`src/rtl/t5_pkg.sv`:
```
// t5_pkg: shared definitions for the T5 fetch stage (state encoding,
// reset fetch address, skid entry layout).
package t5_pkg;

    // Fetch FSM states
    typedef enum logic [1:0] {
        ST_IDLE  = 2'd0,
        ST_REQ   = 2'd1,
        ST_HOLD  = 2'd2,
        ST_FLUSH = 2'd3
    } t5_state_e;

    // Default first fetch address after reset (word aligned)
    localparam logic [31:0] T5_RESET_PC = 32'h0000_0000;

    // Skid entry: {word address [31:2], instruction word [31:0]}
    localparam int unsigned T5_SKID_W = 62;

endpackage

```
`src/rtl/t5_fetch_skid.sv`:
```
// t5_fetch_skid: one-entry skid buffer holding an acked fetch
// {word address, instruction} while decode is stalled.
module t5_fetch_skid
    import t5_pkg::*;
(
    input  logic                 clk,
    input  logic                 rst,
    input  logic                 load,
    input  logic                 unload,
    input  logic                 flush,
    input  logic [T5_SKID_W-1:0] din,
    output logic                 vld,
    output logic [T5_SKID_W-1:0] dout
);

    logic                 vld_d,  vld_q;
    logic [T5_SKID_W-1:0] data_d, data_q;

    // Next entry: load wins over unload, flush empties the entry last
    always_comb begin
        vld_d  = vld_q;
        data_d = data_q;
        if (load) begin
            vld_d  = 1'b1;
            data_d = din;
        end else if (unload) begin
            vld_d = 1'b0;
        end
        if (flush) begin
            vld_d = 1'b0;
        end
    end

    // Entry register with synchronous reset
    always_ff @(posedge clk) begin
        if (rst) begin
            vld_q  <= 1'b0;
            data_q <= '0;
        end else begin
            vld_q  <= vld_d;
            data_q <= data_d;
        end
    end

    assign vld  = vld_q;
    assign dout = data_q;

endmodule

```
`src/rtl/t5_fetch.sv`:
```
// t5_fetch: Wishbone classic instruction fetch stage with a one-entry
// skid buffer and branch redirect (FLUSH waits out a pending ack).
// Optional macro T5_FETCH_ALIGN_EN: a redirect to a non word-aligned
// target raises fexc for one cycle and is otherwise ignored. Without it
// fexc stays 0 and bpc[1:0] is dropped.
// Valid/ready: the fetch register {fpc,fins} is handed over in every cycle
// where fvld=1 and sena=1; it may be reloaded when fvld=0 or sena=1.
module t5_fetch
    import t5_pkg::*;
#(
    parameter int unsigned XLEN     = 32,
    parameter logic [31:0] RESET_PC = T5_RESET_PC
) (
    input  logic            sclk,
    input  logic            srst,
    input  logic            sena,
    input  logic            btkn,
    input  logic [XLEN-1:0] bpc,
    output logic            iwb_cyc,
    output logic            iwb_stb,
    output logic [31:2]     iwb_adr,
    output logic [3:0]      iwb_sel,
    output logic            iwb_we,
    input  logic            iwb_ack,
    input  logic [XLEN-1:0] iwb_dat,
    output logic [XLEN-1:0] fpc,
    output logic [XLEN-1:0] fins,
    output logic            fvld,
    output logic            fexc,
    output t5_state_e       dbg_state
);

    t5_state_e       state_d, state_q;
    logic            stb_d,   stb_q;
    logic [29:0]     adr_d,   adr_q;
    logic [XLEN-1:0] fpc_d,   fpc_q;
    logic [XLEN-1:0] fins_d,  fins_q;
    logic            fvld_d,  fvld_q;
    logic            fexc_d,  fexc_q;
    logic [29:0]     tgt_d,   tgt_q;

    logic                 ack;
    logic                 loadable;
    logic                 misalign;
    logic                 redir;
    logic                 skid_load;
    logic                 skid_unload;
    logic                 skid_flush;
    logic                 skid_vld;
    logic [T5_SKID_W-1:0] skid_din;
    logic [T5_SKID_W-1:0] skid_dout;
    logic [29:0]          skid_adr;
    logic [XLEN-1:0]      skid_dat;

`ifdef T5_FETCH_ALIGN_EN
    assign misalign = btkn & (bpc[1:0] != 2'b00);
`else
    logic unused_bpc_lo;
    assign misalign      = 1'b0;
    assign unused_bpc_lo = ^bpc[1:0];
`endif

    // An ack only counts while our strobe is up (stale acks in IDLE/HOLD are dropped)
    assign ack      = iwb_ack & stb_q;
    assign loadable = ~fvld_q | sena;
    assign redir    = btkn & ~misalign;
    assign skid_din = {adr_q, iwb_dat};
    assign skid_adr = skid_dout[T5_SKID_W-1:XLEN];
    assign skid_dat = skid_dout[XLEN-1:0];

    t5_fetch_skid u_skid (
        .clk    (sclk),
        .rst    (srst),
        .load   (skid_load),
        .unload (skid_unload),
        .flush  (skid_flush),
        .din    (skid_din),
        .vld    (skid_vld),
        .dout   (skid_dout)
    );

    // Next-state logic: redirect first, then the per-state fetch flow
    always_comb begin
        state_d     = state_q;
        stb_d       = stb_q;
        adr_d       = adr_q;
        fpc_d       = fpc_q;
        fins_d      = fins_q;
        fvld_d      = fvld_q & ~sena;
        fexc_d      = misalign;
        tgt_d       = tgt_q;
        skid_load   = 1'b0;
        skid_unload = 1'b0;
        skid_flush  = 1'b0;
        if (redir) begin
            fvld_d     = 1'b0;
            skid_flush = 1'b1;
            if (state_q == ST_REQ && !ack) begin
                // Request still open: keep strobe, remember where to go
                state_d = ST_FLUSH;
                tgt_d   = bpc[31:2];
            end else if (state_q == ST_FLUSH && !ack) begin
                tgt_d = bpc[31:2];
            end else begin
                state_d = ST_REQ;
                stb_d   = 1'b1;
                adr_d   = bpc[31:2];
            end
        end else begin
            unique case (state_q)
                ST_IDLE: begin
                    state_d = ST_REQ;
                    stb_d   = 1'b1;
                    adr_d   = RESET_PC[31:2];
                end
                ST_REQ: begin
                    if (ack) begin
                        if (loadable) begin
                            fpc_d  = {adr_q, 2'b00};
                            fins_d = iwb_dat;
                            fvld_d = 1'b1;
                            adr_d  = adr_q + 30'd1;
                        end else begin
                            skid_load = 1'b1;
                            stb_d     = 1'b0;
                            state_d   = ST_HOLD;
                        end
                    end
                end
                ST_HOLD: begin
                    if (sena && skid_vld) begin
                        fpc_d       = {skid_adr, 2'b00};
                        fins_d      = skid_dat;
                        fvld_d      = 1'b1;
                        skid_unload = 1'b1;
                        state_d     = ST_REQ;
                        stb_d       = 1'b1;
                        adr_d       = skid_adr + 30'd1;
                    end
                end
                ST_FLUSH: begin
                    if (ack) begin
                        state_d = ST_REQ;
                        adr_d   = tgt_q;
                    end
                end
                default: begin
                    state_d = ST_IDLE;
                    stb_d   = 1'b0;
                end
            endcase
        end
    end

    // FSM and output registers with synchronous reset
    always_ff @(posedge sclk) begin
        if (srst) begin
            state_q <= ST_IDLE;
            stb_q   <= 1'b0;
            adr_q   <= RESET_PC[31:2];
            fpc_q   <= RESET_PC;
            fins_q  <= '0;
            fvld_q  <= 1'b0;
            fexc_q  <= 1'b0;
            tgt_q   <= '0;
        end else begin
            state_q <= state_d;
            stb_q   <= stb_d;
            adr_q   <= adr_d;
            fpc_q   <= fpc_d;
            fins_q  <= fins_d;
            fvld_q  <= fvld_d;
            fexc_q  <= fexc_d;
            tgt_q   <= tgt_d;
        end
    end

    assign iwb_cyc   = stb_q;
    assign iwb_stb   = stb_q;
    assign iwb_adr   = adr_q;
    assign iwb_sel   = 4'hF;
    assign iwb_we    = 1'b0;
    assign fpc       = fpc_q;
    assign fins      = fins_q;
    assign fvld      = fvld_q;
    assign fexc      = fexc_q;
    assign dbg_state = state_q;

endmodule

```
`config.mk`:
```
export PLATFORM = sky130hd
export DESIGN_NAME = t5_fetch
export DESIGN_NICKNAME = d
export VERILOG_FILES = /design/src/rtl/t5_pkg.sv /design/src/rtl/t5_fetch_skid.sv /design/src/rtl/t5_fetch.sv
export SDC_FILE = /design/constraint.sdc
export NUM_CORES = 1
export LEC_CHECK = 0
export ABC_AREA = 1
export BUFFER_PORTS_ARGS = -buffer_cell sky130_fd_sc_hd__buf_2
export CAP_MARGIN = 20
export CORE_MARGIN = 2
export CORE_UTILIZATION = 40
export CTS_CLUSTER_DIAMETER = 60
export DETAILED_ROUTE_END_ITERATION = 16
export GPL_TIMING_DRIVEN = 0
export PLACE_DENSITY = 0.61
export SLEW_MARGIN = 30
export SYNTH_ARGS = -nofsm -noshare
export SYNTH_HDL_FRONTEND = slang
export SYNTH_SLANG_ARGS = --single-unit
```
`constraint.sdc`:
```
create_clock -name sclk -period 2.52 [get_ports sclk]
set_input_delay 0 -clock sclk [delete_from_list [all_inputs] [get_ports sclk]]
set_output_delay 0 -clock sclk [all_outputs]
set_load 0.02 [all_outputs]
```
==> results.json <==
{
  "status": "finished, final reports clean",
  "cp_slowest_cell": "nor3b_2",
  "antenna_cells": 0,
  "maxSlewHeadroom": 0.4882,
  "dieArea_um2": 23900,
  "syn_area_um2": 9071,
  "max_cap_viol_count": 0,
  "crit_required_ns": 2.86,
  "crit_path_max_incr_delay_ns": 0.44,
  "start_util": 0.4044,
  "crit_chain": "ha_1, clkbuf_1, o21ai_1, inv_1, nor3b_2, inv_2, buf_2, a21oi_1, a21oi_2",
  "ys.warnings.count": 0,
  "syn_avg_cell_area_um2": 7.148,
  "cts_buffers": 17,
  "drc": 0,
  "end_kind": "flop",
  "fin_skew_ns": 0.01161,
  "antenna_found_initial": 0,
  "period_needed_ns": 2.469,
  "cts.sinks": 189,
  "clk_pin_slew_ns": 0.08,
  "drt_first_pass_iters": 6,
  "setup_viol": 0,
  "worst_pin_slew_ns": 0.7678,
  "num_vias": 9373,
  "drtAntennaViolNets": 0,
  "drt_wl_total_um": 30580,
  "grtUsageMet3": 0.04707,
  "grt_overflow": 0,
  "ys_seq_elements": 189,
  "ys_seq_area_frac": 0.4171,
  "critPathKind": "reg2reg",
  "synth.distinct_cells": 39,
  "finalHoldViolCount": 0,
  "row_count": 55,
  "use_met2": 0.4133,
  "cts_tree": "built",
  "synth_edf_count": 0,
  "io_buffers": 161,
  "grt_max_degree": 19,
  "first_iter_violations": 667,
  "viasPerCell": 5.150,
  "leakage_nw": 4.823,
  "fp.coreArea_um2": 22430,
  "grt_use_total": 0.2516,
  "ys_async_sr_fraction": 0,
  "whs_ns": 0.07297,
  "busiest_layer": "met2",
  "grt_pass1_wl_um": 46770,
  "power.total_mw": 11.92,
  "cts_root_buf": "clkbuf_16",
  "arrival_ns": 2.81,
  "dp_hpwl_um": 21600,
  "rsz0062_at_grt": "true",
  "clockBufferDepth": 2,
  "power_density_nw_per_um2": 1027,
  "drive_gt1_frac": 0.2195,
  "area_growth_pct": 27.89,
  "die_y_um": 154.6,
  "synthCells": 1269,
  "grt_pass1_vias": 8599,
  "nets": 1598,
  "mostFrequentLayoutCell": "nand2_1",
  "hold_path.class": "in2reg",
  "slew_violations": 0,
  "mostFrequentLayoutCells": "241 x nand2_1, 188 x dfxtp_1, 187 x o21ai_0",
  "num-fill-cells": 2207,
  "synthFlopType": "dfxtp_1",
  "clock_latency_ns": 0.45,
  "grt_use_met1": 0.3350,
  "fin_crit_sh": 0.9796,
  "critPathMaxFanout": 10,
  "vdd_drop_max_mv": 0.4937,
  "clock.fmax_ghz": 0.4051,
  "io_pins": 174,
  "htreeDepth": 4,
  "gp_congestion": 0.9045,
  "wl_per_cell_um": 16.80,
  "cp-start-kind": "flop",
  "die_x_um": 154.6
}
per-layer routing:
metal,vias to the layer above,share of wire
met5,-,0
met4,0,0.023
met3,46,0.057
met2,311,0.46
met1,4339,0.46
li1,4677,-
where the power goes:
group	leakage (nW)	internal (mW)	total [mW]	switching, mW
sequential	1.54	3.65	4.13	0.485
clock	0.290	1.50	2.83	1.33
combinational	2.99	1.53	4.95	3.43
final cells by class:
class,instances,area [um^2],area share
Tap cell,285,356.6,0.03074
Sequential cell,189,3787,0.3265
Buffer,92,484.2,0.04174
Clock inverter,14,175.2,0.01510
Multi-Input combinational cell,865,4402,0.3794
Timing Repair Buffer,229,1479,0.1275
Clock buffer,17,425.4,0.03667
Inverter,129,491.7,0.04239
logic make-up after synthesis:
| logic type | Yosys count | synth area share |
|---|---|---|
| AOI/OAI and AO/OA | 420 | 0.2488 |
| adders and majority gates | 6 | 0.008276 |
| buffers and inverters | 221 | 0.1066 |
| DFF | 189 | 0.4171 |
| other | 2 | 0.0008279 |
| and+or+nand+nor | 431 | 0.2183 |
final timing paths:
check	startpoint	endpoint	slack [ns]	cells after the start
worst max register to register	dbg_state[0]$_SDFFE_PP0P_	iwb_adr[22]$_SDFFE_PP0P_	0.05	9
worst min-delay path	srst	tgt_q[0]$_SDFFE_PP0P_	0.07	2
worst min register to register	u_skid.dout[4]$_SDFFE_PP0P_	u_skid.dout[4]$_SDFFE_PP0P_	0.45	2
worst max-delay path	dbg_state[0]$_SDFFE_PP0P_	iwb_adr[22]$_SDFFE_PP0P_	0.05	9
Yosys cell counts, types with 16 or more instances:
cell type / count / share of area
a211oi_1: 16 / 0.013
a21oi_1: 145 / 0.080
a31oi_1: 37 / 0.026
buf_2: 18 / 0.0099
clkbuf_1: 53 / 0.022
dfxtp_1: 189 / 0.42
inv_1: 124 / 0.051
nand2_1: 243 / 0.10
nand2_2: 43 / 0.030
nand3_1: 36 / 0.020
nor2_1: 69 / 0.029
o21ai_0: 187 / 0.10
registers in the layout (all words and copies together) (netlist names):
name,count
fins,32
fvld,1
u_skid.dout,62
fpc,30
dbg_state,2
tgt_q,30
iwb_adr,30
u_skid.vld,1
iwb_cyc,1
critical path, delay by kind of cell, from the launching register on:
kind,cells,cell delay (ns)
AOI/OAI and AO/OA,3,0.57
adders and majority gates,1,0.18
buffers and inverters,4,0.81
DFF,1,0.36
and+or+nand+nor,1,0.44
per-stage QoR:
step	utilization	TNS (ns)	instance area (um^2)	setup WS [ns]	instances
2_1_floorplan	-	0	9094	0.1202	1275
3_3_place_gp	0.4572	-1.470	10260	-0.2016	1721
3_5_place_dp	0.4572	-1.597	10260	-0.2191	1721
4_1_cts	0.5157	0	11570	0.01686	1818
5_1_grt	0.5171	-0.7623	11600	-0.09591	1820
6_report	0.5171	0	11600	0.05146	1820
timing repair:
item                                    4_1_cts  5_1_grt
setup buffers                                 1        2
hold buffers                                 65        0
gates cloned                                  0        0
endpoints found under the setup margin       17      153
pin swaps                                     4        5
hold endpoints to repair                    127        0
resized for setup                            12       15
No activity file was read; power rests on OpenSTA's default activity.
